### config.mk
export PLATFORM = sky130hd
export DESIGN_NAME = pipe_ctrl_flat
export DESIGN_NICKNAME = d
export VERILOG_FILES = /design/src/rtl/pipe_ctrl_pkg.sv /design/src/rtl/pipe_ctrl_if.sv /design/src/rtl/pipe_ctrl_sat_counter.sv /design/src/rtl/pipe_ctrl.sv /design/src/flat_wrapper.sv
export SDC_FILE = /design/constraint.sdc
export NUM_CORES = 1
export LEC_CHECK = 0
export CORE_MARGIN = 2
export CORE_UTILIZATION = 52
export CTS_BUF_LIST = sky130_fd_sc_hd__clkbuf_16
export DETAILED_ROUTE_END_ITERATION = 8
export GPL_ROUTABILITY_DRIVEN = 0
export PLACE_DENSITY = 0.8
export SKIP_LAST_GASP = 1
export SYNTH_ARGS = -nofsm -noshare
export SYNTH_HDL_FRONTEND = slang
export SYNTH_SLANG_ARGS = --single-unit
### constraint.sdc
create_clock -name clk -period 5.8 [get_ports clk]
set_input_delay 0.87 -clock clk [delete_from_list [all_inputs] [get_ports clk]]
set_output_delay 0.87 -clock clk [all_outputs]
set_load 0.03 [all_outputs]
### src/rtl/pipe_ctrl_pkg.sv
// pipe_ctrl_pkg: shared stall encodings, FSM states and helpers for the stall controller
package pipe_ctrl_pkg;
   localparam logic STOP       = 1'b1;
   localparam logic NO_STOP    = 1'b0;
   localparam logic RST_ENABLE = 1'b0;
   localparam int   STALL_W    = 6;
   localparam logic [STALL_W-1:0] STALL_NONE    = 6'b000000;
   localparam logic [STALL_W-1:0] STALL_FROM_ID = 6'b000111;
   localparam logic [STALL_W-1:0] STALL_FROM_EX = 6'b001111;
   typedef enum logic [1:0] {
      CTRL_RUN     = 2'b00,
      CTRL_HOLD_ID = 2'b01,
      CTRL_HOLD_EX = 2'b10
   } ctrl_state_e;
   // EX outranks ID; only the 2->3 and 3->4 stop/run boundaries can ever appear
   function automatic logic [STALL_W-1:0] stall_vec(input logic id, input logic ex);
      return ex ? STALL_FROM_EX : id ? STALL_FROM_ID : STALL_NONE;
   endfunction
endpackage

### src/rtl/pipe_ctrl_if.sv
// pipe_ctrl_if: stall request inputs and stall/statistics outputs of the stall controller
interface pipe_ctrl_if #(parameter int CNT_W = 32);
   logic             stallreq_from_id;
   logic             stallreq_from_ex;
   logic [5:0]       stall;
   logic [1:0]       stall_cause;
   logic [CNT_W-1:0] stall_cycles;
   logic [CNT_W-1:0] stall_events;
   logic             stall_timeout;
   modport master (
      output stallreq_from_id, stallreq_from_ex,
      input  stall, stall_cause, stall_cycles, stall_events, stall_timeout
   );
   modport slave (
      input  stallreq_from_id, stallreq_from_ex,
      output stall, stall_cause, stall_cycles, stall_events, stall_timeout
   );
endinterface

### src/rtl/pipe_ctrl_sat_counter.sv
// sat_counter: up-counter with synchronous clear that holds once it reaches MAX
module sat_counter
   import pipe_ctrl_pkg::*;
#(
   parameter int           W   = 8,
   parameter logic [W-1:0] MAX = '1
) (
   input  logic         clk,
   input  logic         rst,
   input  logic         i_inc,
   input  logic         i_clr,
   output logic [W-1:0] o_cnt
);
   logic [W-1:0] r_cnt;
   // count up on i_inc, stop at MAX, clear takes precedence over increment
   always_ff @(posedge clk) begin
      if (rst == RST_ENABLE) r_cnt <= '0;
      else if (i_clr)        r_cnt <= '0;
      else if (i_inc && r_cnt != MAX) r_cnt <= r_cnt + 1'b1;
   end
   assign o_cnt = r_cnt;
endmodule

### src/rtl/pipe_ctrl.sv
// pipe_ctrl: arbitrates ID/EX stall requests into the pipeline stall vector and tracks stall statistics
module pipe_ctrl
   import pipe_ctrl_pkg::*;
#(
   parameter int MAX_STALL = 64,
   parameter int CNT_W     = 32
) (
   input logic       clk,
   input logic       rst,
   pipe_ctrl_if.slave bus
);
   localparam logic [15:0] DUR_MAX  = 16'(MAX_STALL);
   localparam logic [15:0] DUR_LAST = 16'(MAX_STALL - 1);
   ctrl_state_e      r_state, w_next;
   logic [5:0]       w_stall;
   logic             w_stalling, w_event, r_timeout;
   logic [15:0]      w_dur;
   logic [CNT_W-1:0] w_cycles, w_events;
   // zero-latency stall vector and next state; every state reacts identically to the requests
   always_comb begin
      w_stall    = (rst == RST_ENABLE) ? STALL_NONE : stall_vec(bus.stallreq_from_id, bus.stallreq_from_ex);
      w_stalling = |w_stall;
      w_event    = w_stalling && r_state == CTRL_RUN;
      w_next     = bus.stallreq_from_ex ? CTRL_HOLD_EX : bus.stallreq_from_id ? CTRL_HOLD_ID : CTRL_RUN;
   end
   // state register; its value is the lagging stall cause
   always_ff @(posedge clk) begin
      if (rst == RST_ENABLE) r_state <= CTRL_RUN;
      else                   r_state <= w_next;
   end
   // sticky watchdog: set on the edge where the run length reaches MAX_STALL
   always_ff @(posedge clk) begin
      if (rst == RST_ENABLE)                   r_timeout <= 1'b0;
      else if (w_stalling && w_dur >= DUR_LAST) r_timeout <= 1'b1;
   end
   sat_counter #(.W(CNT_W)) u_cycles (
      .clk(clk), .rst(rst), .i_inc(w_stalling), .i_clr(1'b0), .o_cnt(w_cycles)
   );
   sat_counter #(.W(CNT_W)) u_events (
      .clk(clk), .rst(rst), .i_inc(w_event), .i_clr(1'b0), .o_cnt(w_events)
   );
   sat_counter #(.W(16), .MAX(DUR_MAX)) u_dur (
      .clk(clk), .rst(rst), .i_inc(w_stalling), .i_clr(!w_stalling), .o_cnt(w_dur)
   );
   assign bus.stall         = w_stall;
   assign bus.stall_cause   = r_state;
   assign bus.stall_cycles  = w_cycles;
   assign bus.stall_events  = w_events;
   assign bus.stall_timeout = r_timeout;
endmodule

### src/flat_wrapper.sv
// flat-port wrapper written by rule: the top's interface ports become plain ports
module pipe_ctrl_flat import pipe_ctrl_pkg::*;
#(
   parameter int MAX_STALL = 64,
   parameter int CNT_W     = 32
)
  (clk, rst, bus_stallreq_from_id, bus_stallreq_from_ex, bus_stall, bus_stall_cause, bus_stall_cycles, bus_stall_events, bus_stall_timeout);
  pipe_ctrl_if #(.CNT_W(CNT_W)) bus_i ();
  input logic clk;
  input logic rst;
  input wire logic [$bits(bus_i.stallreq_from_id)-1:0] bus_stallreq_from_id;
  input wire logic [$bits(bus_i.stallreq_from_ex)-1:0] bus_stallreq_from_ex;
  output wire logic [$bits(bus_i.stall)-1:0] bus_stall;
  output wire logic [$bits(bus_i.stall_cause)-1:0] bus_stall_cause;
  output wire logic [$bits(bus_i.stall_cycles)-1:0] bus_stall_cycles;
  output wire logic [$bits(bus_i.stall_events)-1:0] bus_stall_events;
  output wire logic [$bits(bus_i.stall_timeout)-1:0] bus_stall_timeout;
  assign bus_i.stallreq_from_id = bus_stallreq_from_id;
  assign bus_i.stallreq_from_ex = bus_stallreq_from_ex;
  assign bus_stall = bus_i.stall;
  assign bus_stall_cause = bus_i.stall_cause;
  assign bus_stall_cycles = bus_i.stall_cycles;
  assign bus_stall_events = bus_i.stall_events;
  assign bus_stall_timeout = bus_i.stall_timeout;
  pipe_ctrl #(.MAX_STALL(MAX_STALL), .CNT_W(CNT_W)) u_core (.clk(clk), .rst(rst), .bus(bus_i));
endmodule
==> reports/metrics.yaml <==
yosys:
  yosys-top-cells-area: "dfxtp_1, a21oi_1, nand2_1, nand3_1, or3_1"
  ys_top_cells_by_count: "dfxtp_1, nand2_1, a21oi_1, nand3_1, nor2_1"
  yosysWarnings: 0
  syn_inst: 492
  synth_top_cell_area_share_pct: 40.5
  avgSynthCellArea_sq_um: 8.34
  ys_ff_latch: 83
  syn-cell-area_sq_um: 4100
  yosys.area.top_type: "dfxtp_1"
  ys_types: 47
  yosysSeqAreaShare_pct: 40.5
  synth-async-reset-ratio_pct: 0
  synth_edf_count: 0
  synth.most_common_cell: "dfxtp_1"
  ys.flop_type: "dfxtp_1"
clock_network:
  cts_tree: "built"
  cts-resized-gates: 0
  cts-root-buf: "clkbuf_16"
  htreeDepth: 3
  cts_buffers: 9
  postCtsSetupBuffers: 0
  clock-sinks: 83
  clockBufferDepth: 2
  path_clk_slew_ps: 60
  hold_buffers: 0
  clkLatencyLatePin_ps: 340
worst_setup_path:
  critPathSlowestCell: "clkdlybuf4s50_1"
  path_buf_inv: 5
  cp-end-kind: "primary output"
  arrival_ps: 2940
  r2r-end: "u_core.u_events.o_cnt[29]"
  r2r_cells: 5
  crit-reg2reg-launch: "u_core.u_events.o_cnt[7]"
  worst-path-stages: 6
  path_cells: "clkdlybuf4s50_1 > buf_4 > o21ai_2 > buf_4 > inv_1 > clkdlybuf4s50_1"
  crit_family: "buffers and inverters"
  rrSetupSlack_ps: 2940
  path_max_fanout: 35
  max_stage_delay_ps: 710
  crit_required_ps: 4930
  criticalPathCategory: "in -> out"
  start_kind: "primary input"
sta:
  fin_ws_ps: 1990
  worstMarginPinSlew_ps: 1220
  setup_viol: 0
  worst_clock_skew_ps: 7.70
  max_freq_ghz: 0.262
  period_share_pct: 65.8
  relSlewSlack_pct: 18.0
  slew_violations: 0
  rsz0062_at_grt: "false"
  finalCriticalPeriod_ps: 3810
  hold_slack_ps: 470
  hold_violations: 0
  fin_setup_tns_ps: 0
power_and_ir_drop:
  power_density_nw_per_um2: 228
  peakVddDrop_mv: 0.159
  leakagePower_nw: 1.58
  design_power_total_mw: 1.17
grt:
  antenna_found_initial: 0
  grt_max_degree: 36
  track_usage_pct: 23.8
  grt_pass1_wl_um: 17000
  grt_overflow_total: 0
  grt_pass1_vias: 3738
min_path:
  hold_path_class: "reg -> reg"
  hold_path_depth: 1
  worstHoldEndpoint: "u_core.bus.stall_timeout"
  hp-start: "u_core.bus.stall_timeout"
placed_design:
  preCtsSetupSlack_ps: 1970
  dpl.hpwl_um: 6790
  place_area_sq_um: 4860
  port_buffers: 74
  placedCellCount: 646
finish:
  fill_cells: 646
  layout.nets: 563
  drive_gt1_share_pct: 5.89
  stdcell_count: 662
  antenna_cells: 0
  seq_area_sq_um: 1660
  area_delta_synth_final_pct: 25.1
  multi_input_area_sq_um: 2240
  final_core_util_pct: 66.7
  design_area_sq_um: 5130
drt:
  totalWireLength_um: 9870
  dr.pass1.iters: 4
  post_drt_wl_per_cell_um: 14.9
  vias: 3942
  drc: 0
  avgViaCountPerCell: 5.95
  drt_iter0_drc: 179
  ant_nets: 0
floorplan:
  io_pins: 77
  die_w_um: 92.8
  die_h_um: 92.8
  rows: 32
  initial_utilization_pct: 53.4
  coreArea_sq_um: 7690
  dieArea_sq_um: 8620
run:
  drv_cap: 0
outcome:
  outcome: "completed"
routing by layer:
layer | GRT usage (%) | routed length (um) | vias up
li1 | - | - | 1940
met1 | 29.8 | 4280 | 1863
met2 | 41.3 | 4870 | 125
met3 | 3.91 | 568 | 14
met4 | 8.58 | 152 | 0
met5 | 0 | 0 | -
power by group:
part           switching [mW]  internal, mW  total (mW)
sequential            0.00781         0.576       0.584
combinational          0.0419        0.0220      0.0638
clock                   0.235         0.288       0.522
total                   0.284         0.885        1.17
sequential cells by signal (all words and copies together), names as in the netlist:
register	flops
u_core.u_cycles.o_cnt	32
u_core.u_events.o_cnt	32
u_core.u_dur.o_cnt	16
u_core.bus.stall_cause	2
u_core.bus.stall_timeout	1
layout by cell type, fill, tap and decap left out, drive strengths merged:
cell            n
a21oi          40
a31oi           1
a41o            1
and2            4
and3            4
and4            4
buf             3
clkbuf          9
clkdlybuf4s50  74
clkinv          4
clkinvlp        3
conb            2
dfxtp          83
ha              4
inv            18
mux2i          13
nand2          49
nand2b          6
nand3          33
nand4          18
nor2           32
nor3           11
nor3b           1
nor4           13
nor4b           1
o211ai          3
o21a            2
o21ai          27
o311ai          6
o31a            2
o31ai          20
o41ai           4
or2             4
or3            26
or3b            1
or4            18
xnor2          10
xor2            6
worst reg2reg max path, cell delays in order, from the launching register on:
cell and delay [ps]:
dfxtp_1 490, nand4_2 200, or4_4 630, o31ai_2 1060
nor4_1 180, mux2i_1 170
area by class of cell:
| cell class | count | area share, % |
|---|---|---|
| Multi-Input combinational cell | 366 | 43.7 |
| Sequential cell | 83 | 32.4 |
| Timing Repair Buffer | 77 | 14.9 |
| Clock buffer | 9 | 4.39 |
| Tap cell | 102 | 2.49 |
| Inverter | 18 | 1.32 |
| Clock inverter | 7 | 0.853 |
worst max-delay path by stage:
stage               slack, ps  start                   endpoint
finish                   1990    rst               bus_stall[0]
CTS                      1990    rst               bus_stall[0]
floorplan                3040    rst               bus_stall[3]
detailed placement       1970    rst  u_core.u_cycles.o_cnt[27]
global route             1880    rst               bus_stall[2]
global placement         2030    rst               bus_stall[0]
logic make-up after synthesis:
group / Yosys count / synth area share, %
buffers and inverters: 44 / 5.06
multiplexers: 13 / 3.17
XOR/XNOR: 16 / 3.42
adder cells (fa/ha/maj): 4 / 1.22
flip-flops: 83 / 40.5
AO/OA/AOI/OAI: 106 / 16.1
other: 1 / 0.0914
AND/OR/NAND/NOR: 225 / 30.4
Power figures use the tool's default switching activity.
